$ cat config.mk
export PLATFORM = sky130hd
export DESIGN_NAME = cfeb_resync_seq
export DESIGN_NICKNAME = d
export VERILOG_FILES = /design/src/rtl/cfeb_resync_seq_pkg.sv /design/src/rtl/cfeb_rr_pick.sv /design/src/rtl/cfeb_resync_seq.sv
export SDC_FILE = /design/constraint.sdc
export NUM_CORES = 1
export LEC_CHECK = 0
export CAP_MARGIN = 20
export CORE_ASPECT_RATIO = 0.6
export CORE_MARGIN = 1
export CORE_UTILIZATION = 50
export CTS_CLUSTER_SIZE = 8
export DETAILED_ROUTE_END_ITERATION = 8
export PLACE_DENSITY_LB_ADDON = 0.15
export SLEW_MARGIN = 5
export SYNTH_ARGS = -nofsm -noshare
export SYNTH_HDL_FRONTEND = slang
export SYNTH_SLANG_ARGS = --single-unit
$ cat constraint.sdc
create_clock -name clock -period 3.7 [get_ports clock]
set_input_delay 0.925 -clock clock [delete_from_list [all_inputs] [get_ports clock]]
set_output_delay 0.925 -clock clock [all_outputs]
set_load 0.01 [all_outputs]
$ cat src/rtl/cfeb_resync_seq_pkg.sv
// Shared types and constants for the CFEB optical-link resync sequencer.
package cfeb_resync_seq_pkg;

  localparam int MXCFEB = 5;
  localparam int PTR_W  = 3;

  localparam logic [7:0] KCHAR_IDLE = 8'hBC;
  localparam logic [7:0] KCHAR_MARK = 8'hFC;

  typedef enum logic [2:0] {
    IDLE,
    RST,
    WAIT_LOCK,
    ALIGN,
    RETRY,
    DONE,
    FAIL
  } state_t;

  function automatic logic [MXCFEB-1:0] cfebOneHot(input logic [PTR_W-1:0] idx);
    logic [MXCFEB-1:0] v;
    v      = '0;
    v[idx] = 1'b1;
    return v;
  endfunction

  // Round-robin pointer advance, wrapping after the last fibre
  function automatic logic [PTR_W-1:0] nextPtr(input logic [PTR_W-1:0] idx);
    return (idx == PTR_W'(MXCFEB - 1)) ? '0 : idx + 1'b1;
  endfunction

  function automatic logic isKchar(input logic [7:0] k);
    return (k == KCHAR_IDLE) || (k == KCHAR_MARK);
  endfunction

endpackage

$ cat src/rtl/cfeb_rr_pick.sv
// Combinational round-robin finder: first pending fibre at or after the pointer.
module cfeb_rr_pick
  import cfeb_resync_seq_pkg::*;
(
  input  logic [MXCFEB-1:0] i_pending,
  input  logic [PTR_W-1:0]  i_rr_ptr,
  output logic [PTR_W-1:0]  o_sel,
  output logic              o_valid
);

  localparam logic [PTR_W:0] MX_EXT = (PTR_W + 1)'(MXCFEB);

  logic [PTR_W:0] w_idx;

  // Scan from the farthest offset down so the nearest pending fibre wins last
  always_comb begin
    o_sel   = '0;
    o_valid = 1'b0;
    w_idx   = '0;
    for (int k = MXCFEB - 1; k >= 0; k--) begin
      w_idx = {1'b0, i_rr_ptr} + (PTR_W + 1)'(k);
      if (w_idx >= MX_EXT) w_idx = w_idx - MX_EXT;
      if (i_pending[w_idx[PTR_W-1:0]]) begin
        o_sel   = w_idx[PTR_W-1:0];
        o_valid = 1'b1;
      end
    end
  end

endmodule

$ cat src/rtl/cfeb_resync_seq.sv
// DCFEB optical-link resync sequencer: one shared engine walks enabled fibres
// through receiver reset, lock wait and frame-marker alignment.
module cfeb_resync_seq
  import cfeb_resync_seq_pkg::*;
#(
  parameter int RST_CYCLES = 8,
  parameter int TIMEOUT    = 4095,
  parameter int GOOD_CNT   = 64,
  parameter int MAX_RETRY  = 3
) (
  input  logic              clock,
  input  logic              global_reset,
  input  logic              ttc_resync,
  input  logic              auto_resync_en,
  input  logic              cfebs_lostsync,
  input  logic [MXCFEB-1:0] cfeb_fiber_enable,
  input  logic [MXCFEB-1:0] link_good,
  input  logic [7:0]        cfeb0_kchar,
  input  logic [7:0]        cfeb1_kchar,
  input  logic [7:0]        cfeb2_kchar,
  input  logic [7:0]        cfeb3_kchar,
  input  logic [7:0]        cfeb4_kchar,
  output logic [MXCFEB-1:0] cfeb_rx_reset,
  output logic [MXCFEB-1:0] cfeb_sync_done,
  output logic [MXCFEB-1:0] cfeb_sync_fail,
  output logic              resync_busy,
  output logic [7:0]        resync_count
);

  localparam logic [15:0] RST_LAST   = 16'(RST_CYCLES - 1);
  localparam logic [15:0] TO_LAST    = 16'(TIMEOUT - 1);
  localparam logic [7:0]  GOOD_LAST  = 8'(GOOD_CNT - 1);
  localparam logic [3:0]  RETRY_LAST = 4'(MAX_RETRY - 1);

  state_t            r_state;
  logic [PTR_W-1:0]  r_sel;
  logic [PTR_W-1:0]  r_rr_ptr;
  logic [MXCFEB-1:0] r_pending;
  logic [15:0]       r_timer;
  logic [7:0]        r_good;
  logic [3:0]        r_retry;
  logic [MXCFEB-1:0] r_rx_reset;
  logic [MXCFEB-1:0] r_sync_done;
  logic [MXCFEB-1:0] r_sync_fail;
  logic              r_busy;
  logic [7:0]        r_count;
  logic              r_boot;
  logic              r_ttc_q;
  logic              r_lost_q;

  logic              w_start;
  logic [7:0]        w_kchar;
  logic [PTR_W-1:0]  w_pick_sel;
  logic              w_pick_valid;
  logic [MXCFEB-1:0] w_sel_onehot;
  logic              w_sel_enabled;
  logic              w_sel_link;
  logic              w_kvalid;
  logic              w_abort;
  logic              w_busy_nxt;

  // r_boot comes out of reset set so the first clock after release starts a resync
  always_ff @(posedge clock or posedge global_reset) begin
    if (global_reset) begin
      r_boot   <= 1'b1;
      r_ttc_q  <= 1'b0;
      r_lost_q <= 1'b0;
    end else begin
      r_boot   <= 1'b0;
      r_ttc_q  <= ttc_resync;
      r_lost_q <= cfebs_lostsync;
    end
  end

  assign w_start = r_boot
                 | (ttc_resync & ~r_ttc_q)
                 | (auto_resync_en & cfebs_lostsync & ~r_lost_q);

  always_comb begin
    case (r_sel)
      3'd0:    w_kchar = cfeb0_kchar;
      3'd1:    w_kchar = cfeb1_kchar;
      3'd2:    w_kchar = cfeb2_kchar;
      3'd3:    w_kchar = cfeb3_kchar;
      3'd4:    w_kchar = cfeb4_kchar;
      default: w_kchar = 8'h00;
    endcase
  end

  assign w_sel_onehot  = cfebOneHot(r_sel);
  assign w_sel_enabled = cfeb_fiber_enable[r_sel];
  assign w_sel_link    = link_good[r_sel];
  assign w_kvalid      = isKchar(w_kchar) & w_sel_link;
  assign w_abort       = (r_state inside {RST, WAIT_LOCK, ALIGN, RETRY}) & ~w_sel_enabled;

  // Predicts busy for the next cycle so the output stays registered yet exact
  always_comb begin
    if (w_start)
      w_busy_nxt = |cfeb_fiber_enable;
    else if (r_state == IDLE)
      w_busy_nxt = |r_pending;
    else if ((r_state == DONE) || (r_state == FAIL))
      w_busy_nxt = |(r_pending & ~w_sel_onehot);
    else
      w_busy_nxt = 1'b1;
  end

  cfeb_rr_pick u_pick (
    .i_pending (r_pending),
    .i_rr_ptr  (r_rr_ptr),
    .o_sel     (w_pick_sel),
    .o_valid   (w_pick_valid)
  );

  always_ff @(posedge clock or posedge global_reset) begin
    if (global_reset) begin
      r_state     <= IDLE;
      r_sel       <= '0;
      r_rr_ptr    <= '0;
      r_pending   <= '0;
      r_timer     <= '0;
      r_good      <= '0;
      r_retry     <= '0;
      r_rx_reset  <= '0;
      r_sync_done <= '0;
      r_sync_fail <= '0;
      r_busy      <= 1'b0;
      r_count     <= '0;
    end else begin
      r_busy <= w_busy_nxt;
      if (w_start) begin
        // A new request always wins, even over a sequence in flight
        r_state     <= IDLE;
        r_pending   <= cfeb_fiber_enable;
        r_sync_done <= ~cfeb_fiber_enable;
        r_sync_fail <= '0;
        r_rx_reset  <= '0;
        r_timer     <= '0;
        r_good      <= '0;
        r_retry     <= '0;
        if (r_count != 8'hFF) r_count <= r_count + 8'd1;
      end else if (w_abort) begin
        r_rx_reset <= '0;
        r_timer    <= '0;
        r_state    <= DONE;
      end else begin
        case (r_state)
          IDLE: begin
            if (w_pick_valid) begin
              r_sel      <= w_pick_sel;
              r_retry    <= '0;
              r_timer    <= '0;
              r_rx_reset <= cfebOneHot(w_pick_sel);
              r_state    <= RST;
            end
          end
          RST: begin
            if (r_timer == RST_LAST) begin
              r_rx_reset <= '0;
              r_timer    <= '0;
              r_state    <= WAIT_LOCK;
            end else begin
              r_timer <= r_timer + 16'd1;
            end
          end
          WAIT_LOCK: begin
            if (w_sel_link) begin
              r_timer <= '0;
              r_good  <= '0;
              r_state <= ALIGN;
            end else if (r_timer == TO_LAST) begin
              r_timer <= '0;
              r_state <= RETRY;
            end else begin
              r_timer <= r_timer + 16'd1;
            end
          end
          ALIGN: begin
            r_good <= w_kvalid ? r_good + 8'd1 : 8'd0;
            if (w_kvalid && (r_good == GOOD_LAST)) begin
              r_timer <= '0;
              r_state <= DONE;
            end else if (r_timer == TO_LAST) begin
              r_timer <= '0;
              r_state <= RETRY;
            end else begin
              r_timer <= r_timer + 16'd1;
            end
          end
          RETRY: begin
            r_retry <= r_retry + 4'd1;
            r_timer <= '0;
            if (r_retry == RETRY_LAST) begin
              r_state <= FAIL;
            end else begin
              r_rx_reset <= w_sel_onehot;
              r_state    <= RST;
            end
          end
          DONE: begin
            r_sync_done <= r_sync_done | w_sel_onehot;
            r_pending   <= r_pending & ~w_sel_onehot;
            r_rr_ptr    <= nextPtr(r_sel);
            r_timer     <= '0;
            r_state     <= IDLE;
          end
          FAIL: begin
            r_sync_done <= r_sync_done | w_sel_onehot;
            r_sync_fail <= r_sync_fail | w_sel_onehot;
            r_pending   <= r_pending & ~w_sel_onehot;
            r_rr_ptr    <= nextPtr(r_sel);
            r_timer     <= '0;
            r_state     <= IDLE;
          end
          default: r_state <= IDLE;
        endcase
      end
    end
  end

  assign cfeb_rx_reset  = r_rx_reset;
  assign cfeb_sync_done = r_sync_done;
  assign cfeb_sync_fail = r_sync_fail;
  assign resync_busy    = r_busy;
  assign resync_count   = r_count;

endmodule

# Word-level counts from Yosys, hierarchy flattened
# Cells that the tools add are included.
[op_classes] n_addsub=14 n_lt_le_gt_ge=14 n_eq_ne=23 mux=79 bitwise_logic=17 reduce_logical=29
[op_table] cell="$mux 16" n=7
[op_table] cell="$pmux 16 s5" n=1
[op_table] cell="$mux 5" n=14
[op_table] cell="$mux 3" n=19
[op_table] cell="$pmux 8 s5" n=1
[op_table] cell="$mux 8" n=4
[op_table] cell="$lt 3x4->1 const B" n=7
[op_table] cell="$bmux 1 s3" n=7
[op_table] cell="$mux 1" n=17
[op_table] cell="$add 16x1->16 const B" n=1
[op_table] cell="$add 8x1->8 const B" n=2
[op_table] cell="$eq 16x12->1 const B" n=1
[op_table] cell="$eq 16x3->1 const B" n=1
[op_table] cell="$eq 8x8->1 const B" n=2
[op_table] cell="$ge 4x3->1 const B" n=4
[op_table] cell="$pmux 8 s2" n=1
[op_table] cell="$pmux 3 s5" n=1
[op_table] cell="$pmux 5 s3" n=1
[op_table] cell="$reduce_or 5->1" n=3
[op_table] cell="$sub 3x3->3 const B" n=5
[op_table] cell="$eq 3x2->1 const B" n=4
[op_table] cell="$eq 3x3->1 const B" n=4
[op_table] cell="$mux 4" n=3
[op_table] cell="$not 5->5" n=2
[op_table] cell="other kinds (36)" n=64
[word_totals] register_bits=69 out_inout_bits=24 elab_cells=191

# Longest topological paths before layout
[depth] word_depth=18 mapped_depth=17 mapped_depth_nobuf=13

# Cells and area by module
# From an unflattened synthesis, not the netlist that was laid out.
[hier_totals] hier_cells=604 area_unflattened_um2=5084.9
[by_module_without_submodules] module="cfeb_resync_seq" n_inst=1 cells_per_inst=472 area_per_inst_um2=4122.7 seq_area_each_um2=1727.9
[by_module_without_submodules] module="cfeb_rr_pick" n_inst=1 cells_per_inst=132 area_per_inst_um2=962.2 seq_area_each_um2=0.0

# Worst setup path after synthesis
# OpenSTA, ideal clock, no wires.
[synth_path] kind="reg-to-reg" from="register r_rr_ptr[0]" to="register r_rx_reset[0], in the netlist cfeb_rx_reset[0]" arrival_time_ns=3.467 required_time_ns=3.574 slack_ns=0.107 stages_incl_launch_ff=16 path_buffers=3 cell_sequence="dfrtp_1 buf_6 buf_6 inv_2 ha_1 inv_1 fa_1 buf_1 or4_1 o2111ai_2 a2bb2o_4 a2111oi_4 a311o_2 nor3_1 and4b_1 a221o_1"
[synth_between] elab_chain_len=18 word_cells_on_any_way=50 cone_classes="add/sub (9); order compare (7); eq/ne (1); mux (31); reduce/logical (2)"
[synth_lines] element="start, declared" line="cfeb_resync_seq.sv:37" text="logic [PTR_W-1:0] r_rr_ptr;"
[synth_lines] element="start signal, assigned" line="cfeb_resync_seq.sv:203" text="r_rr_ptr <= nextPtr(r_sel);"
[synth_lines] element="start signal, assigned" line="cfeb_resync_seq.sv:211" text="r_rr_ptr <= nextPtr(r_sel);"
[synth_lines] element="$add 3x3->4" line="cfeb_rr_pick.sv:21" text="w_idx = {1'b0, i_rr_ptr} + (PTR_W + 1)'(k);"
[synth_lines] element="$ge 4x3->1 / $sub 3x3->3 (equally long branches)" line="cfeb_rr_pick.sv:22" text="if (w_idx >= MX_EXT) w_idx = w_idx - MX_EXT;"
[synth_lines] element="$mux 3" line="cfeb_rr_pick.sv:22"
[synth_lines] element="$bmux 1 s3" line="cfeb_rr_pick.sv:23" text="if (i_pending[w_idx[PTR_W-1:0]]) begin"
[synth_lines] element="$mux 1 (not written as such)" line="cfeb_rr_pick.sv:23"
[synth_lines] element="$mux 3 (5 in a row)" line="cfeb_rr_pick.sv:23"
[synth_lines] element="$lt 3x4->1 (not written as such) / $ge 3x1->1 (equally long branches)" line="cfeb_resync_seq_pkg.sv:23" text="v[idx] = 1'b1;"
[synth_lines] element="$logic_and 1x1->1 (not written as such)" line="cfeb_resync_seq_pkg.sv:23"
[synth_lines] element="$mux 1 (not written as such)" line="cfeb_resync_seq_pkg.sv:23"
[synth_lines] element="$demux 1 s3" line="cfeb_resync_seq_pkg.sv:23"
[synth_lines] element="$mux 5" line="cfeb_resync_seq.sv:149" text="if (w_pick_valid) begin"
[synth_lines] element="$pmux 5 s3" line="cfeb_resync_seq.sv:147" text="case (r_state)"
[synth_lines] element="$mux 5" line="cfeb_resync_seq.sv:142" text="end else if (w_abort) begin"
[synth_lines] element="$mux 5" line="cfeb_resync_seq.sv:131" text="if (w_start) begin"
[synth_lines] element="end signal, assigned" line="cfeb_resync_seq.sv:153" text="r_rx_reset <= cfebOneHot(w_pick_sel);"
[synth_lines] element="end signal, assigned" line="cfeb_resync_seq.sv:196" text="r_rx_reset <= w_sel_onehot;"
[synth_lines] element="end, declared" line="cfeb_resync_seq.sv:42" text="logic [MXCFEB-1:0] r_rx_reset;"
# Parallel ways exist; a longest one is shown, timed or not. The select of a mux whose other input is x is not followed.
# A chain may end at the register's enable or synchronous reset.

# Worst setup path in the final report
# Ends and elaborated chain as after synthesis.

==> flow_summary_export.csv <==
group,metric,value,unit
routing,ant_nets,0,
routing,dr.max_layer_used,"met4",
clock_network,cts.htree.levels,3,
critical_path,cp.required,3.96,ns
hold_path,holdCritPathClass,"register to register",
global_route,grt_util_all_layers,28.9,%
sta,setup_tns,0,ns
clock_network,post_cts_buffers,0,
synthesis,synth_edf_count,0,
die,die_h,80.8,µm
global_route,grt-ovfl-total,0,
power,p_per_area,755,nW/µm²
die,die_w,133,µm
sta,setup_viol,0,
synthesis,yosysMostFrequentCell,"dfrtp_1",
routing,wl_met1,7.11,mm
critical_path,crit_arrival,3.80,ns
critical_path,path_cells,"inv_2 > buf_4 > ha_2 > ha_1 > a31o_2 > nor4_1 > a41o_1 > a2111oi_4 > a311o_2 > nor3_2 > and4b_1 > a221o_1",
synthesis,synth-seq-cells,69,
clock_network,clk_latency,0.33,ns
die,coreArea,9950,µm²
placement,dp_hpwl,11.8,mm
sta,hold_viol,0,
routing,drcViolationCount,0,
synthesis,ys.warnings.count,0,
routing,via_count,5235,
critical_path,end_kind,"register",
synthesis,synth_common_cells,"dfrtp_1 (68), nor2_1 (58), nand2_1 (52), o21ai_0 (32), inv_1 (30)",
layout,drive_gt1_share,14.6,%
flow_run,drv_cap,0,
routing,firstDrtPassIters,7,
routing,routed_wl,15.4,mm
critical_path,crit_path_max_incr_delay,0.59,ns
synthesis,synthFlopType,"dfrtp_1",
routing,dr_wl_met2,6.17,mm
clock_network,cts_sinks,69,
synthesis,synthArstFlopShare,100,%
placement,numPortBuffers,73,
layout,fin_util,66.1,%
die,initial_core_util,52.0,%
clock_network,clk_pin_slew,0.06,ns
routing,routedWlPerCell,18.4,µm
global_route,grt_max_degree,29,
power,peakVddDrop,0.000391,V
sta,fin_ws,0.155,ns
power,p_leak,0.00273,µW
synthesis,syn_inst,596,
critical_path,critPathLaunchType,"register",
layout,area_growth,27.1,%
sta,rsz0062_at_grt,"no",
synthesis,yosys.cell_types.count,85,
global_route,antenna_found_initial,0,
synthesis,synthTopCellsByArea,"dfrtp_1 (33%), ha_1 (4.8%), nor2_1 (4.2%)",
synthesis,yosysSeqAreaShare,33.4,%
clock_network,cts-root-buf,"clkbuf_16",
placement,pre_cts_slack,0.104,ns
critical_path,path_class,"register to register",
sta,finalCriticalPeriod,3.54,ns
layout,diodes,0,
synthesis,synth_nets,672,
sta,tightest_slew,0.713,ns
die,row_count,28,
die,pin_count,79,
global_route,grt_pass1_vias,4750,
sta,timing.slew.headroom,52.0,%
sta,drv_slew,0,
routing,drt_iter0_markers,524,
critical_path,crit_slowest_cell,"nor4_1",
sta,fmax,282,MHz
routing,met3_length,1.96,mm
synthesis,yosysTopAreaCell,"dfrtp_1",
run_status,status,"complete, no violations",
layout,nets,771,
critical_path,worstPathMaxFanout,7,
sta,finalClockSkew,0.00699,ns
clock_network,cts_tree,"done",
placement,gp_congestion,1.04,
routing,viasPerCell,6.27,
synthesis,synth_top_area_share,32.9,%
clock_network,clock_path_buffers,2,
clock_network,numCtsBuffers,9,
synthesis,avgSynthCellArea,8.68,µm²
sta,finalCritPeriodShare,95.8,%
synthesis,syn_area,5170,µm²
die,die-area,10800,µm²
global_route,grt_first_pass_wirelength,24.4,mm
-- sequential cells by signal, indices dropped and copies added, names as in the netlist --
signal	flops
r_retry	4
resync_busy	1
r_sel	3
r_state	3
resync_count	8
r_boot	1
cfeb_sync_fail	5
r_lost_q	1
r_rr_ptr	3
r_ttc_q	1
r_timer	16
r_pending	5
cfeb_sync_done	5
cfeb_rx_reset	5
r_good	8
-- critical path, delay by kind of cell, from the launching register on --
family / cells / cell delay, ns
flops: 1 / 0.42
buf+inv: 2 / 0.22
fa+ha+maj: 2 / 0.61
simple gates: 3 / 1.11
compound gates: 5 / 1.11
-- layout by cell type, fill, tap and decap left out, types with 8 or more instances in the layout --
cell type / n
nand2b_1: 10
nor2b_1: 8
nor3_1: 13
a31oi_1: 8
mux2i_1: 11
nor4_1: 11
o21ai_0: 31
clkdlybuf4s50_1: 73
nand3_1: 25
nand2_1: 52
buf_4: 41
o21ai_2: 11
nor2_1: 58
o31ai_1: 11
a21o_1: 8
and3_1: 8
nand4_1: 8
inv_1: 29
a22oi_1: 11
clkbuf_16: 9
ha_1: 19
dfrtp_1: 68
a21oi_1: 26
-- power by group --
group	total [µW]	switching, µW	internal, µW
registers	1020	154	869
logic	3150	1780	1370
clock network	793	320	473
-- per-layer routing --
metal	global-route usage (%)	up-vias
li1	-	2445
met1	41.3	2476
met2	41.7	299
met3	10.4	15
met4	5.91	0
met5	0	-
-- stage by stage --
stage | hold WS, ns | total power, µW | area, µm² | cells
2_1_floorplan | 0.450 | 3010 | 5170 | 596
3_5_place_dp | 0.486 | 4050 | 6270 | 819
5_1_grt | 0.517 | 5280 | 6580 | 835
6_report | 0.490 | 4970 | 6580 | 835
4_1_cts | 0.495 | 4860 | 6550 | 835
3_3_place_gp | 0.475 | 3980 | 6270 | 819
-- layout make-up --
cell class	count	area [µm²]
Clock buffer	11	243
Inverter	32	120
Sequential cell	69	1730
Tap cell	135	169
Timing Repair Buffer	116	1080
Clock inverter	5	36.3
Fill cell	824	3370
Multi-Input combinational cell	467	3200
-- logic make-up (layout without fill, tap and decap cells) --
family | count (synthesis) | after routing | synth area share, %
and+or+nand+nor | 223 | 223 | 21.6
muxes | 18 | 18 | 4.06
other | 1 | 1 | 0.0725
AOI/OAI and AO/OA | 191 | 191 | 28.2
adders and majority gates | 21 | 21 | 5.22
buffers and inverters | 60 | 164 | 5.30
DFF | 69 | 69 | 33.4
xor gates and xnor gates | 13 | 13 | 2.20
-- final timing paths --
check	start	to	slack (ns)	depth (start not counted)
setup / recovery	r_rr_ptr[0]$_DFFE_PP0P_	cfeb_rx_reset[0]$_DFFE_PP0P_	0.16	12
hold / removal	r_retry[3]$_DFFE_PP0P_	r_retry[3]$_DFFE_PP0P_	0.49	1
setup reg to reg	r_rr_ptr[0]$_DFFE_PP0P_	cfeb_rx_reset[0]$_DFFE_PP0P_	0.16	12
hold reg to reg	r_retry[3]$_DFFE_PP0P_	r_retry[3]$_DFFE_PP0P_	0.49	1
max in group asynchronous	global_reset	r_good[1]$_DFFE_PP0P_	1.97	3
min in group asynchronous	global_reset	resync_count[1]$_DFFE_PP0P_	0.97	2
-- timing repair --
| action | in CTS | in global routing |
|---|---|---|
| resized for setup | 0 | 6 |
| endpoints found under the setup margin | 0 | 22 |
| hold buffers | 0 | 0 |
No activity file was read; power rests on OpenSTA's default activity.
